--- src/rtl/risc16_pkg.sv ---
// Shared types and constants for the RISC16 instruction-memory loader.
package risc16_pkg;

    localparam logic [7:0] SYNC_BYTE = 8'hA5;

    typedef enum logic [2:0] {
        StIdle,
        StLenHi,
        StLenLo,
        StDataHi,
        StDataLo,
        StCheck,
        StDone,
        StError
    } loader_state_t;

    typedef enum logic [1:0] {
        ERR_NONE    = 2'd0,
        ERR_LEN     = 2'd1,
        ERR_CHK     = 2'd2,
        ERR_TIMEOUT = 2'd3
    } err_code_t;

    function automatic logic len_legal(input logic [15:0] len, input int unsigned depth);
        return (len != 16'd0) && (32'(len) <= depth);
    endfunction

endpackage

--- src/rtl/risc16_load_timeout.sv ---
// Idle-cycle watchdog for an in-progress frame; expired fires on the TIMEOUT_CYC-th
// consecutive idle cycle unless clr is asserted in that same cycle.
module risc16_load_timeout #(
    parameter int unsigned TIMEOUT_CYC = 4096
) (
    input  logic clk,
    input  logic reset_n,
    input  logic clr,
    input  logic en,
    output logic expired
);

    localparam int unsigned CW = $clog2(TIMEOUT_CYC + 1);

    logic [CW-1:0] cnt_q;

    assign expired = en && !clr && (cnt_q == CW'(TIMEOUT_CYC - 1));

    always_ff @(posedge clk or negedge reset_n) begin
        if (!reset_n) begin
            cnt_q <= '0;
        end else if (clr || !en || expired) begin
            cnt_q <= '0;
        end else begin
            cnt_q <= cnt_q + 1'b1;
        end
    end

endmodule

--- src/rtl/risc16_imem_loader.sv ---
// Framed byte-stream loader for RISC16 imem: parses A5/LEN/data/CHK frames, writes words,
// and releases the core only after a frame passes its XOR checksum.
module risc16_imem_loader
    import risc16_pkg::*;
#(
    parameter int unsigned IMEM_DEPTH  = 256,
    parameter int unsigned TIMEOUT_CYC = 4096
) (
    input  logic        clk,
    input  logic        reset_n,
    input  logic        in_valid,
    input  logic [7:0]  in_data,
    output logic        in_ready,
    output logic        imem_we,
    output logic [15:0] imem_waddr,
    output logic [15:0] imem_wdata,
    output logic        core_run,
    output logic        done,
    output logic        error,
    output logic [1:0]  err_code
);

    loader_state_t state_q;
    err_code_t     err_q;
    logic [15:0]   len_q;
    logic [15:0]   count_q;
    logic [7:0]    hi_q;
    logic [7:0]    chk_q;
    logic          accept;
    logic          timeout_en;
    logic          timeout_hit;
    logic [15:0]   len_full;

    assign accept     = in_valid && in_ready;
    assign timeout_en = (state_q inside {StLenHi, StLenLo, StDataHi, StDataLo, StCheck});
    assign len_full   = {len_q[15:8], in_data};
    assign err_code   = err_q;

    risc16_load_timeout #(
        .TIMEOUT_CYC (TIMEOUT_CYC)
    ) u_timeout (
        .clk     (clk),
        .reset_n (reset_n),
        .clr     (accept),
        .en      (timeout_en),
        .expired (timeout_hit)
    );

    always_ff @(posedge clk or negedge reset_n) begin
        if (!reset_n) begin
            state_q    <= StIdle;
            err_q      <= ERR_NONE;
            len_q      <= '0;
            count_q    <= '0;
            hi_q       <= '0;
            chk_q      <= '0;
            in_ready   <= 1'b0;
            imem_we    <= 1'b0;
            imem_waddr <= '0;
            imem_wdata <= '0;
            core_run   <= 1'b0;
            done       <= 1'b0;
            error      <= 1'b0;
        end else begin
            in_ready <= 1'b1;
            imem_we  <= 1'b0;
            // timeout_hit is already masked by accept, so a late byte always wins
            if (timeout_hit) begin
                state_q <= StError;
                error   <= 1'b1;
                err_q   <= ERR_TIMEOUT;
            end else if (accept) begin
                unique case (state_q)
                    StIdle: begin
                        if (in_data == SYNC_BYTE) state_q <= StLenHi;
                    end
                    StLenHi: begin
                        len_q[15:8] <= in_data;
                        state_q     <= StLenLo;
                    end
                    StLenLo: begin
                        len_q <= len_full;
                        if (len_legal(len_full, IMEM_DEPTH)) begin
                            chk_q      <= '0;
                            count_q    <= '0;
                            imem_waddr <= '0;
                            state_q    <= StDataHi;
                        end else begin
                            state_q <= StError;
                            error   <= 1'b1;
                            err_q   <= ERR_LEN;
                        end
                    end
                    StDataHi: begin
                        hi_q    <= in_data;
                        chk_q   <= chk_q ^ in_data;
                        state_q <= StDataLo;
                    end
                    StDataLo: begin
                        imem_we    <= 1'b1;
                        imem_waddr <= count_q;
                        imem_wdata <= {hi_q, in_data};
                        chk_q      <= chk_q ^ in_data;
                        count_q    <= count_q + 16'd1;
                        state_q    <= (count_q + 16'd1 == len_q) ? StCheck : StDataHi;
                    end
                    StCheck: begin
                        if (in_data == chk_q) begin
                            state_q  <= StDone;
                            done     <= 1'b1;
                            error    <= 1'b0;
                            err_q    <= ERR_NONE;
                            core_run <= 1'b1;
                        end else begin
                            state_q <= StError;
                            error   <= 1'b1;
                            err_q   <= ERR_CHK;
                        end
                    end
                    StDone, StError: begin
                        if (in_data == SYNC_BYTE) begin
                            state_q  <= StLenHi;
                            core_run <= 1'b0;
                            done     <= 1'b0;
                            error    <= 1'b0;
                            err_q    <= ERR_NONE;
                        end
                    end
                    default: state_q <= StIdle;
                endcase
            end
        end
    end

endmodule

--- config.mk ---
export PLATFORM = sky130hd
export DESIGN_NAME = risc16_imem_loader
export DESIGN_NICKNAME = d
export VERILOG_FILES = /design/src/rtl/risc16_pkg.sv /design/src/rtl/risc16_load_timeout.sv /design/src/rtl/risc16_imem_loader.sv
export SDC_FILE = /design/constraint.sdc
export NUM_CORES = 1
export LEC_CHECK = 0
export CORE_ASPECT_RATIO = 0.8
export CORE_MARGIN = 4
export CORE_UTILIZATION = 60
export CTS_BUF_LIST = sky130_fd_sc_hd__clkbuf_4
export DETAILED_ROUTE_END_ITERATION = 12
export GPL_ROUTABILITY_DRIVEN = 1
export PLACE_DENSITY = 0.81
export SETUP_SLACK_MARGIN = 0.05
export SYNTH_ARGS = -nofsm -noshare
export SYNTH_HDL_FRONTEND = slang
export SYNTH_SLANG_ARGS = --single-unit
export TNS_END_PERCENT = 50
--- constraint.sdc ---
create_clock -name clk -period 4.4 [get_ports clk]
set_clock_uncertainty 0.15 [all_clocks]
set_input_delay 0.66 -clock clk [delete_from_list [all_inputs] [get_ports clk]]
set_output_delay 0.66 -clock clk [all_outputs]
set_load 0.05 [all_outputs]
* After elaboration in Yosys (flattened, before gate mapping)
Cells that the tools add are included.
Operators by class: add/subtract/negate cells 2, multipliers 0, div/mod/pow operators 0, $lt $le $gt $ge 1, eq/ne operators 17, shifts and indexed selects 0, muxes and demuxes 30, bitwise logic cells 2, reductions and logical operators 28
Operator list (count):
- case mux 16 bit (2 select lines) | 2
- case mux 3 bit (6 select lines) | 1
- adder 16 x 1 -> 16 bit (second input constant) | 1
- == test 16 bit | 1
- less-or-equal comparator 16 x 9 -> 1 bit (second input constant) | 1
- 2-to-1 mux 16 bit | 1
- case mux 8 bit (2 select lines) | 1
- nonzero test 16 bit | 1
- 2-to-1 mux 3 bit | 5
- adder 13 x 1 -> 13 bit (second input constant) | 1
- == test 13 x 12 -> 1 bit (second input constant) | 1
- 2-to-1 mux 13 bit | 1
- == test 3 bit (second input constant) | 4
- AND reduction 3 bit | 4
- AND reduction 4 bit | 3
- 2-to-1 mux 1 bit | 10
- 2-to-1 mux 2 bit | 5
- == test 8 bit | 1
- == test 8 bit (second input constant) | 1
- 2-to-1 mux 8 bit | 1
- nonzero test 2 bit | 4
- bitwise XOR 8 bit | 1
- == test 3 x 2 -> 1 bit (second input constant) | 2
- != test 3 x 2 -> 1 bit (second input constant) | 2
- 18 further kinds | 25
Storage, ports and cells: register bits 102, latch bits 0, bits in writable memories 0, ROM bits 0, input port bits 11, output and inout bits 39, memories kept 0

* Longest topological paths before layout
depth in word-level cells 6, depth in mapped cells 8

* Cells and area by module
Synthesis repeated with hierarchy kept, for this count alone.
Second synthesis, totals: cells, all modules 541, area, all modules 5126.2 sq um
By module, submodules not included:
- risc16_imem_loader | instances 1, cells an instance 478, area an instance 4493.1 sq um
- risc16_load_timeout | instances 1, cells an instance 63, area an instance 633.1 sq um

* Least setup slack after synthesis
No wires, ideal clock.
kind input-to-reg, start point input in_data[2], end point register count_q[3], arrival 2.120 ns, required time 4.129 ns, slack 2.009 ns, stages 7, buffers on the path 2, cells stage by stage clkbuf_1 nor4_2 a21boi_2 o311ai_4 nand2_2 buf_2 a22o_1
Between the ends: longest elaborated chain between the ends 4
Ends and longest elaborated chain:
- start, declared | line risc16_imem_loader.sv:12 | input logic [7:0] in_data,
- less-or-equal comparator 16 x 9 -> 1 bit / nonzero test 16 bit (equally long branches) | line risc16_pkg.sv:25 | return (len != 16'd0) && (32'(len) <= depth);
- logical AND 1 bit * | line risc16_pkg.sv:25
- != test 2 x 1 -> 1 bit (no line) *
- AND reduction 4 bit (no line) *
- end signal, assigned | line risc16_imem_loader.sv:104 | count_q <= count_q + 16'd1;
- end, declared | line risc16_imem_loader.sv:26 | logic [15:0] count_q;
Every way passes the cells marked *; elsewhere a longest branch is shown, timed or not. A chain may end at the register's enable or synchronous reset.

* Worst setup path in the final report
start point input in_data[0], end point register count_q[5]
Same word-level chain as after synthesis.

==> run summary <==
Number of synthesized flops with an enable pin - 0
Compound-Gate Fraction of Synth Area - 11.6%
Largest net degree at the start of global routing - 83
CP Data Required Time - 4.59 ns
Routed WL - 11300 um
Leakage - 2.52 nW
Postcts setup bufs - 0
Top_reg_cell synth - dfrtp_1
Cell Count, Final, Fillers Out - 686
TritonCTS Sinks - 102
Clk slew on worst S/H paths - 0.17 ns
Die Y - 90.6 um
Synth Area in XOR/XNOR - 6.84%
Hold Violations, Final - 0
DIE WIDTH - 111 um
Synth Instances - 548
Slew Limit Fails - 0
Max-cap violations - 0
Post-synth net total - 561
IO Port Bufs - 49
Post-DP HPWL - 7980 um
Post-synthesis sequential area ratio - 49.8%
CP Capture Type - flip-flop
Post-route setup TNS - 0 ns
Num CTS Buffers - 9
# DRC - 0
First-pass GRT wire length - 19600 um
Antenna cells - 0
Synthesis-to-finish area growth - 12.2%
CTS tree - yes
Core area - 0.00813 sq mm
Worst hold path class - input port to async pin
Slew at the pin closest to its max-slew limit - 1.02 ns
Nets@finish - 586
CTS Root Cell - clkbuf_4
Wire per inst - 16.5 um
DRT Pass-1 Iters - 5
Final Cell Area - 0.00575 sq mm
Combinational family with the most area after synthesis - simple AND/OR/NAND/NOR gates
Total number of vias - 4083
Worst setup margin - 1.34 ns
Crit share post-route - 69.5%
All-Layer GR Usage - 23.5%
Vias/cell - 5.95
Global route overflow - 0
Synth Warn # - 0
Worst Setup SP - in_data[0]
Simple-gate portion of the synthesized area - 21.5%
Worst vdd rail ir drop - 0.000388 V
Power after layout - 0.00287 W
Synth Cell Area - 0.00512 sq mm
Die area - 0.0101 sq mm
RSZ-0062 raised after global routing - no
Inst Count DP - 670
Iteration-0 DRC Markers - 343
Peak Freq - 0.327 GHz
Routability congestion estimate - 0.899
Crit Path Max Fanout - 50
Clock tree buffer depth - 2
R2R Path Start - count_q[0]
Status - finished clean
Io pins - 50
Setup CP Type - input port to flip-flop
Adder-Cell Fraction of Synth Area - 0.489%
Site Rows - 29
Startpoint Class - input port
Power per cell area - 499 mW/mm^2
R2R depth - 7
R2R Setup Slk - 1.46 ns
Slew headroom - 32.0%
Setup violators final - 0
Antenna viol nets, final - 0
Number of H-tree levels - 3
# resized after CTS - 0
Layout cells sized above 1 - 9.69%
#FFs+latches synth - 102
Distinct cells, synth - 56
Syn Area/Cell - 9.35 sq um
Mux contribution to synthesized area - 6.08%
Pre-CTS setup slack - 0.888 ns
Synth async-reset ratio - 100%
DP Area - 0.00561 sq mm
Initial core utilization - 63.0%
Reg2reg end - state_q[1]
Fin crit period - 3.06 ns
Number of global-route vias before repair - 4055
Clk_lat worst skew - 0.45 ns
Initial antenna violation count - 0
Hold-fix buffers at CTS - 0
Crit path arrival time - 3.25 ns
[cell usage in the layout (no fill, tap or decap), types with 5 or more instances in the layout]
master	n
a21oi_1	10
clkbuf_4	9
clkdlybuf4s50_1	48
dfrtp_1	102
inv_1	7
mux2_2	25
nand2_1	114
nand2b_1	11
nand3_1	16
nand4_1	11
nor2_1	35
nor3_1	5
nor4_1	8
o21ai_0	50
o21ai_1	16
or3_1	5
xnor2_1	11
xor2_1	29
[through the flow]
step	hold slack [ns]	util, %
5_1_grt	0.259	70.7
2_1_floorplan	0.214	-
3_3_place_gp	0.296	69.0
6_report	0.201	70.7
3_5_place_dp	0.299	69.0
4_1_cts	0.241	70.7
[cell usage after synthesis (2+ instances only)]
cell | instances | area [sq um]
a21oi_1 | 10 | 50.1
and2_1 | 4 | 25.0
and3_1 | 4 | 25.0
and4_1 | 3 | 26.3
buf_2 | 12 | 60.1
clkbuf_1 | 25 | 93.8
dfrtp_1 | 102 | 2550
ha_1 | 2 | 25.0
inv_1 | 7 | 26.3
mux2_2 | 25 | 282
mux2i_1 | 3 | 30.0
nand2_1 | 114 | 428
nand2b_1 | 11 | 68.8
nand3_1 | 16 | 80.1
nand4_1 | 11 | 68.8
nor2_1 | 35 | 131
nor2b_1 | 2 | 12.5
nor3_1 | 5 | 25.0
nor3b_1 | 3 | 22.5
nor4_1 | 8 | 50.1
o21ai_0 | 50 | 250
o21ai_1 | 16 | 80.1
o31ai_1 | 4 | 30.0
o41ai_1 | 2 | 17.5
or3_1 | 5 | 31.3
xnor2_1 | 11 | 96.3
xor2_1 | 29 | 254
[worst max-delay path by stage]
| stage | to | slack [ns] | cells past startpoint |
|---|---|---|---|
| floorplan | count_q[3] | 2.01 | 7 |
| global route | count_q[5] | 1.18 | 7 |
| CTS | count_q[5] | 1.38 | 7 |
| finish | count_q[5] | 1.34 | 7 |
| detailed placement | count_q[5] | 0.89 | 7 |
| global placement | count_q[15] | 0.99 | 7 |
[layer usage]
metal	wire length, um	vias to the layer above	track usage, %
met2	5360	120	37.7
met5	0	-	0
met4	246	0	7.50
li1	-	1917	-
met1	5130	2023	32.8
met3	558	23	4.22
[flip-flops by register name (all words and copies together), names as in the netlist]
| name | cells |
|---|---|
| len_q | 16 |
| count_q | 16 |
| u_timeout.cnt_q | 13 |
| in_ready | 1 |
| state_q | 3 |
| error | 1 |
| done | 1 |
| imem_wdata | 16 |
| hi_q | 8 |
| imem_waddr | 16 |
| err_code | 2 |
| imem_we | 1 |
| chk_q | 8 |
[worst max-delay path, stage by stage]
cell and delay (ns):
clkdlybuf4s50_1 0.58, nor4_2 0.48, a21boi_2 0.13, o311ai_4 0.43, nand2_2 0.53, o21ai_1 0.31
o21ai_1 0.10
[cell type report]
cell class / count / area [sq um]
Tap cell: 108 / 135
Clock inverter: 7 / 68.8
Timing Repair Buffer: 52 / 510
Inverter: 7 / 26.3
Sequential cell: 102 / 2550
Clock buffer: 9 / 67.6
Multi-Input combinational cell: 401 / 2390
Fill cell: 641 / 2380
[cell families (layout without fill, tap and decap cells)]
group	after synthesis	count (layout)
and+or+nand+nor	231	231
other	1	1
xor gates and xnor gates	40	40
adders and majority gates	2	2
buffers and inverters	45	75
DFF	102	102
muxes	28	28
AOI/OAI and AO/OA	99	99
[power breakdown]
| part | switching [W] | leakage (nW) | total, W | internal [W] |
|---|---|---|---|---|
| Combinational | 0.000595 | 1.10 | 0.00101 | 0.000415 |
| Clock | 0.000342 | 0.0678 | 0.000472 | 0.000130 |
| Sequential | 0.000224 | 1.35 | 0.00138 | 0.00116 |
No activity file was read; power rests on OpenSTA's default activity.
